File: config.mk
export PLATFORM = sky130hd
export DESIGN_NAME = program_launcher
export DESIGN_NICKNAME = d
export VERILOG_FILES = /design/src/rtl/launcher_pkg.sv /design/src/rtl/sat_counter.sv /design/src/rtl/program_launcher.sv
export SDC_FILE = /design/constraint.sdc
export NUM_CORES = 1
export LEC_CHECK = 0
export CORE_UTILIZATION = 38
export CTS_CLUSTER_DIAMETER = 40
export DETAILED_ROUTE_END_ITERATION = 6
export PLACE_DENSITY_LB_ADDON = 0.08
export SKIP_CTS_REPAIR_TIMING = 1
export SYNTH_ARGS = -nofsm -noshare
export SYNTH_HDL_FRONTEND = slang
export SYNTH_HIERARCHICAL = 1
export SYNTH_SLANG_ARGS = --single-unit
File: constraint.sdc
create_clock -name Clk -period 3.75 [get_ports Clk]
set_input_delay 0.75 -clock Clk [delete_from_list [all_inputs] [get_ports Clk]]
set_output_delay 0.75 -clock Clk [all_outputs]
set_load 0.01 [all_outputs]
File: src/rtl/launcher_pkg.sv
// Shared types and constants for the program launcher.
//   launcher_state_t : sequencer states (3-bit encoding)
//   NUM_PROGS        : number of resident programs launched in rotation
//   next_prog_idx    : rotation helper, 0 -> 1 -> 2 -> 0
package launcher_pkg;

  typedef enum logic [2:0] {
    IDLE   = 3'd0,
    ARMED  = 3'd1,
    LAUNCH = 3'd2,
    RUN    = 3'd3,
    DONE   = 3'd4
  } launcher_state_t;

  localparam int unsigned NUM_PROGS = 3;
  localparam int unsigned IDX_W     = 2;

  // Wraps after the last program; the unused code 3 also returns to 0.
  function automatic logic [IDX_W-1:0] next_prog_idx(input logic [IDX_W-1:0] idx);
    logic [IDX_W-1:0] nxt;
    if (idx >= IDX_W'(NUM_PROGS - 1)) begin
      nxt = '0;
    end else begin
      nxt = idx + IDX_W'(1);
    end
    return nxt;
  endfunction

endpackage

File: src/rtl/sat_counter.sv
// Saturating up-counter with synchronous clear.
//   clk, rst : clock, asynchronous active-high reset
//   clr      : clear to zero (wins over inc)
//   inc      : increment by one, holding at all-ones
//   count    : registered count
module sat_counter #(
  parameter int unsigned W = 16
) (
  input  logic         clk,
  input  logic         rst,
  input  logic         clr,
  input  logic         inc,
  output logic [W-1:0] count
);

  always_ff @(posedge clk or posedge rst) begin
    if (rst) begin
      count <= '0;
    end else if (clr) begin
      count <= '0;
    end else if (inc && (count != '1)) begin
      count <= count + W'(1);
    end
  end

endmodule

File: src/rtl/program_launcher.sv
// Start/Ack sequencer that launches the resident programs P1..P3 in turn:
// loads the PC with the program base, enables the core until it halts,
// then acknowledges and keeps the run's cycle count for diagnostics.
//   Clk, Reset : clock, asynchronous active-high reset
//   Start      : request level from the bench (rise then fall = next program)
//   HaltReq    : core decoded a halt this cycle
//   PcLoad     : one-cycle PC load strobe
//   PcTarget   : base address for ProgIdx (combinational)
//   CoreEn     : core may fetch/execute
//   Ack        : program finished, held until the next Start
//   ProgIdx    : current / most recent program index
//   CycleCount : RUN cycles of the current / last program (saturating)
//   Fault      : sticky protocol error (Start seen while running)
module program_launcher
  import launcher_pkg::*;
#(
  parameter int unsigned PC_W    = 10,
  parameter int unsigned CYC_W   = 16,
  parameter int unsigned P1_BASE = 0,
  parameter int unsigned P2_BASE = 256,
  parameter int unsigned P3_BASE = 512
) (
  input  logic             Clk,
  input  logic             Reset,
  input  logic             Start,
  input  logic             HaltReq,
  output logic             PcLoad,
  output logic [PC_W-1:0]  PcTarget,
  output logic             CoreEn,
  output logic             Ack,
  output logic [1:0]       ProgIdx,
  output logic [CYC_W-1:0] CycleCount,
  output logic             Fault
);

  launcher_state_t state_q;
  launcher_state_t state_d;
  logic            idx_adv;
  logic            fault_set;

  // State register
  always_ff @(posedge Clk or posedge Reset) begin
    if (Reset) begin
      state_q <= IDLE;
    end else begin
      state_q <= state_d;
    end
  end

  // Next-state logic
  always_comb begin
    state_d   = state_q;
    idx_adv   = 1'b0;
    fault_set = 1'b0;
    unique case (state_q)
      IDLE: begin
        if (Start) state_d = ARMED;
      end
      ARMED: begin
        if (!Start) state_d = LAUNCH;
      end
      LAUNCH: begin
        state_d = RUN;
      end
      RUN: begin
        // A Start while running is a protocol error; the run carries on.
        if (Start) fault_set = 1'b1;
        if (HaltReq) state_d = DONE;
      end
      DONE: begin
        if (Start) begin
          state_d = ARMED;
          idx_adv = 1'b1;
        end
      end
      default: begin
        state_d = IDLE;
      end
    endcase
  end

  // Strobes are flopped from the next state so they track the state register
  // exactly and never glitch.
  always_ff @(posedge Clk or posedge Reset) begin
    if (Reset) begin
      PcLoad <= 1'b0;
      CoreEn <= 1'b0;
      Ack    <= 1'b0;
    end else begin
      PcLoad <= (state_d == LAUNCH);
      CoreEn <= (state_d == RUN);
      Ack    <= (state_d == DONE);
    end
  end

  // Program index and sticky fault
  always_ff @(posedge Clk or posedge Reset) begin
    if (Reset) begin
      ProgIdx <= 2'd0;
      Fault   <= 1'b0;
    end else begin
      if (idx_adv) ProgIdx <= next_prog_idx(ProgIdx);
      if (fault_set) Fault <= 1'b1;
    end
  end

  // Cleared on the edge into LAUNCH, so it reads 0 while PcLoad is high;
  // counts each RUN cycle including the one that samples the halt.
  sat_counter #(
    .W(CYC_W)
  ) u_cycle_cnt (
    .clk  (Clk),
    .rst  (Reset),
    .clr  ((state_d == LAUNCH) && (state_q != LAUNCH)),
    .inc  (state_q == RUN),
    .count(CycleCount)
  );

  // PC base mux
  always_comb begin
    PcTarget = PC_W'(P1_BASE);
    case (ProgIdx)
      2'd1:    PcTarget = PC_W'(P2_BASE);
      2'd2:    PcTarget = PC_W'(P3_BASE);
      default: PcTarget = PC_W'(P1_BASE);
    endcase
  end

endmodule
==> impl_metrics.csv <==
group,metric,value,unit
run_status,outcome,"finished, final reports clean",
setup_path,timing.rr.end,"u_cycle_cnt/count[13]",
synthesis,synthFlopType,"dfrtp_1",
synthesis,synth_cells,142,
finish,diodes,0,
placed_design,globalplace.congestion,0.831,
synthesis,synth_area,1400,µm²
die,coreArea,3440,µm²
routing,wl_per_cell,13.6,µm
synthesis,synthSimpleGateAreaFrac,26.5,%
pwr,p_leak,0.672,nW
die,die_h,62.7,µm
setup_path,arrival,2.43,ns
min_path,hp-start,"Fault",
setup_path,r2r_slack,1.52,ns
clock_tree,cts_tree,"built",
clock_tree,cts_buffer_depth,2,
routing,drcViolationCount,0,
placed_design,port_buffers,27,
setup_path,path_class,"register to register",
pwr,irDropWorstVdd,0.000355,V
timing,tightest_slew,0.767,ns
clock_tree,cts-root-buf,"clkbuf_8",
synthesis,synth_compound_area_share,14.7,%
synthesis,synth_top_family_by_area,"simple AND/OR/NAND/NOR gates",
placed_design,pre_cts_ws,1.48,ns
setup_path,path_max_fanout,11,
clock_tree,clk_pin_slew,0.09,ns
setup_path,crit_path_end_kind,"register",
timing,fin_crit_sh,59.6,%
finish,nets,173,
timing,fmax,448,MHz
synthesis,synthMuxAreaShare,3.93,%
finish,fill_cells,329,
timing,rsz0062_at_grt,"no",
clock_tree,htreeDepth,1,
min_path,hold-path-cell-count,1,
timing,fin_crit,2.23,ns
grt,grt_pass1_vias,1090,
routing,wl,2890,µm
routing,drt_iter0_markers,76,
min_path,worstHoldPathType,"register to register",
timing,fin_worst_skew,0.00295,ns
synthesis,synth_cell_types,40,
finish,final_common_cell,"clkdlybuf4s50_1",
placed_design,dp_hpwl,2110,µm
synthesis,synth_edf_count,0,
finish,drive_above_1_share,8.98,%
finish,final_cell_mix,"27 x clkdlybuf4s50_1, 25 x dfrtp_1, 13 x a21oi_1",
setup_path,worstPathRequired,3.94,ns
synthesis,ys_warn_count,6,
die,fp.dieW,62.7,µm
routing,ant_nets,0,
setup_path,reg2reg_from,"state_q[2]",
timing,slew_violations,0,
grt,grt_overflow,0,
synthesis,synthAdderAreaFrac,0.893,%
grt,grt_max_degree,20,
timing,hold_viol,0,
min_path,holdPathEnd,"Fault",
synthesis,syn_area_per_cell,9.87,µm²
routing,firstDrtPassIters,4,
finish,area.growth.synth_to_final,21.9,%
timing,slew_headroom,48.4,%
die,fp-row-count,21,
setup_path,cp-start-kind,"register",
clock_tree,numCtsBuffers,3,
setup_path,worst-r2r-cell-count,5,
die,pin_count,36,
synthesis,ys_ff_latch,25,
synthesis,async_reset_ff_share,100,%
grt,grt_pass1_wl,5110,µm
clock_tree,clock_sinks,25,
grt,antenna_found_initial,0,
die,start_util,40.7,%
pwr,p_per_area,490,nW/µm²
run,maxCapViolations,0,
routing,vias,1163,
synthesis,synth_seq_area_share,44.6,%
timing,setup_violations,0,
die,dieArea,3930,µm²
timing,worst_slack,1.52,ns
routing,viasPerCell,5.46,
timing,totalNegativeSetupSlack,0,ns
clock_tree,clk_latency,0.26,ns
grt,grtUsageTotal,16.3,%
synthesis,synth_xor_area_share,0,%
## report_power, final
group	total, mW	switching [mW]	leakage, nW	internal (mW)
clock	0.157	0.0833	0.0255	0.0742
sequential	0.380	0.0602	0.333	0.319
combinational	0.300	0.138	0.313	0.162
total	0.837	0.282	0.672	0.556
## registers in the layout (all words and copies together), names as in the netlist
name and flops:
u_cycle_cnt/count 16, state_q 3, ProgIdx 2, Ack 1, CoreEn 1, Fault 1
PcLoad 1
## area by class of cell
class / count / area, µm² / area share (%)
Clock inverter: 1 / 5.00 / 0.293
Timing Repair Buffer: 28 / 278 / 16.3
Tap cell: 46 / 57.6 / 3.37
Clock buffer: 3 / 41.3 / 2.42
Sequential cell: 25 / 626 / 36.6
Inverter: 5 / 18.8 / 1.10
Multi-Input combinational cell: 105 / 682 / 39.9
## worst max-delay path by stage
stage	to	slack, ns	start
floorplan	u_cycle_cnt/count[13]	1.64	state_q[2]
global placement	u_cycle_cnt/count[9]	1.54	Start
detailed placement	u_cycle_cnt/count[9]	1.48	Start
CTS	u_cycle_cnt/count[13]	1.52	state_q[2]
global route	u_cycle_cnt/count[13]	1.33	state_q[2]
finish	u_cycle_cnt/count[13]	1.52	state_q[2]
## worst max-delay path, stage by stage (launching register included)
cell     delay (ns)
dfrtp_1        0.48
and3b_2        0.40
nand3_1        0.21
or4_4          0.49
or4_1          0.43
a21oi_1        0.15
## kinds of logic after synthesis
kind of cell,count (synthesis)
and+or+nand+nor,59
AOI/OAI and AO/OA,32
DFF,25
buffers and inverters,19
muxes,5
adders and majority gates,1
other,1
## per-layer routing
layer	wire length [µm]	vias up	GRT usage, %
met4	20	0	4.36
met5	0	-	0
met1	1400	565	23.1
li1	-	571	-
met2	1390	25	25.7
met3	80	2	2.74
## through the flow
step                      utilization (%)  std cells  hold WS [ns]  total power [mW]  cell area (µm²)
after detailed placement             48.3        209         0.462             0.690             1660
after CTS                            49.6        213         0.487             0.851             1710
final                                49.6        213         0.479             0.837             1710
after floorplan                         -        149         0.493             0.577             1430
after global routing                 49.6        213         0.522             0.900             1710
after global placement               48.3        209         0.463             0.679             1660
## synth_stat cells, types with 4 or more instances
cell type  instances  area share, %
a21oi_1           13            4.6
nand4_1            4            1.8
nand3_1            7            2.5
nand2_1            6            1.6
dfrtp_1           25             45
inv_1              5            1.3
o31ai_1            5            2.7
or3_1              6            2.7
nor4_1             5            2.2
nor3_1             4            1.4
buf_4              9            4.8
o21ai_0            5            1.8
nor2b_1            5            2.2
or4_1              6            3.2
nor2_1             6            1.6
No activity file was read; power rests on OpenSTA's default activity.
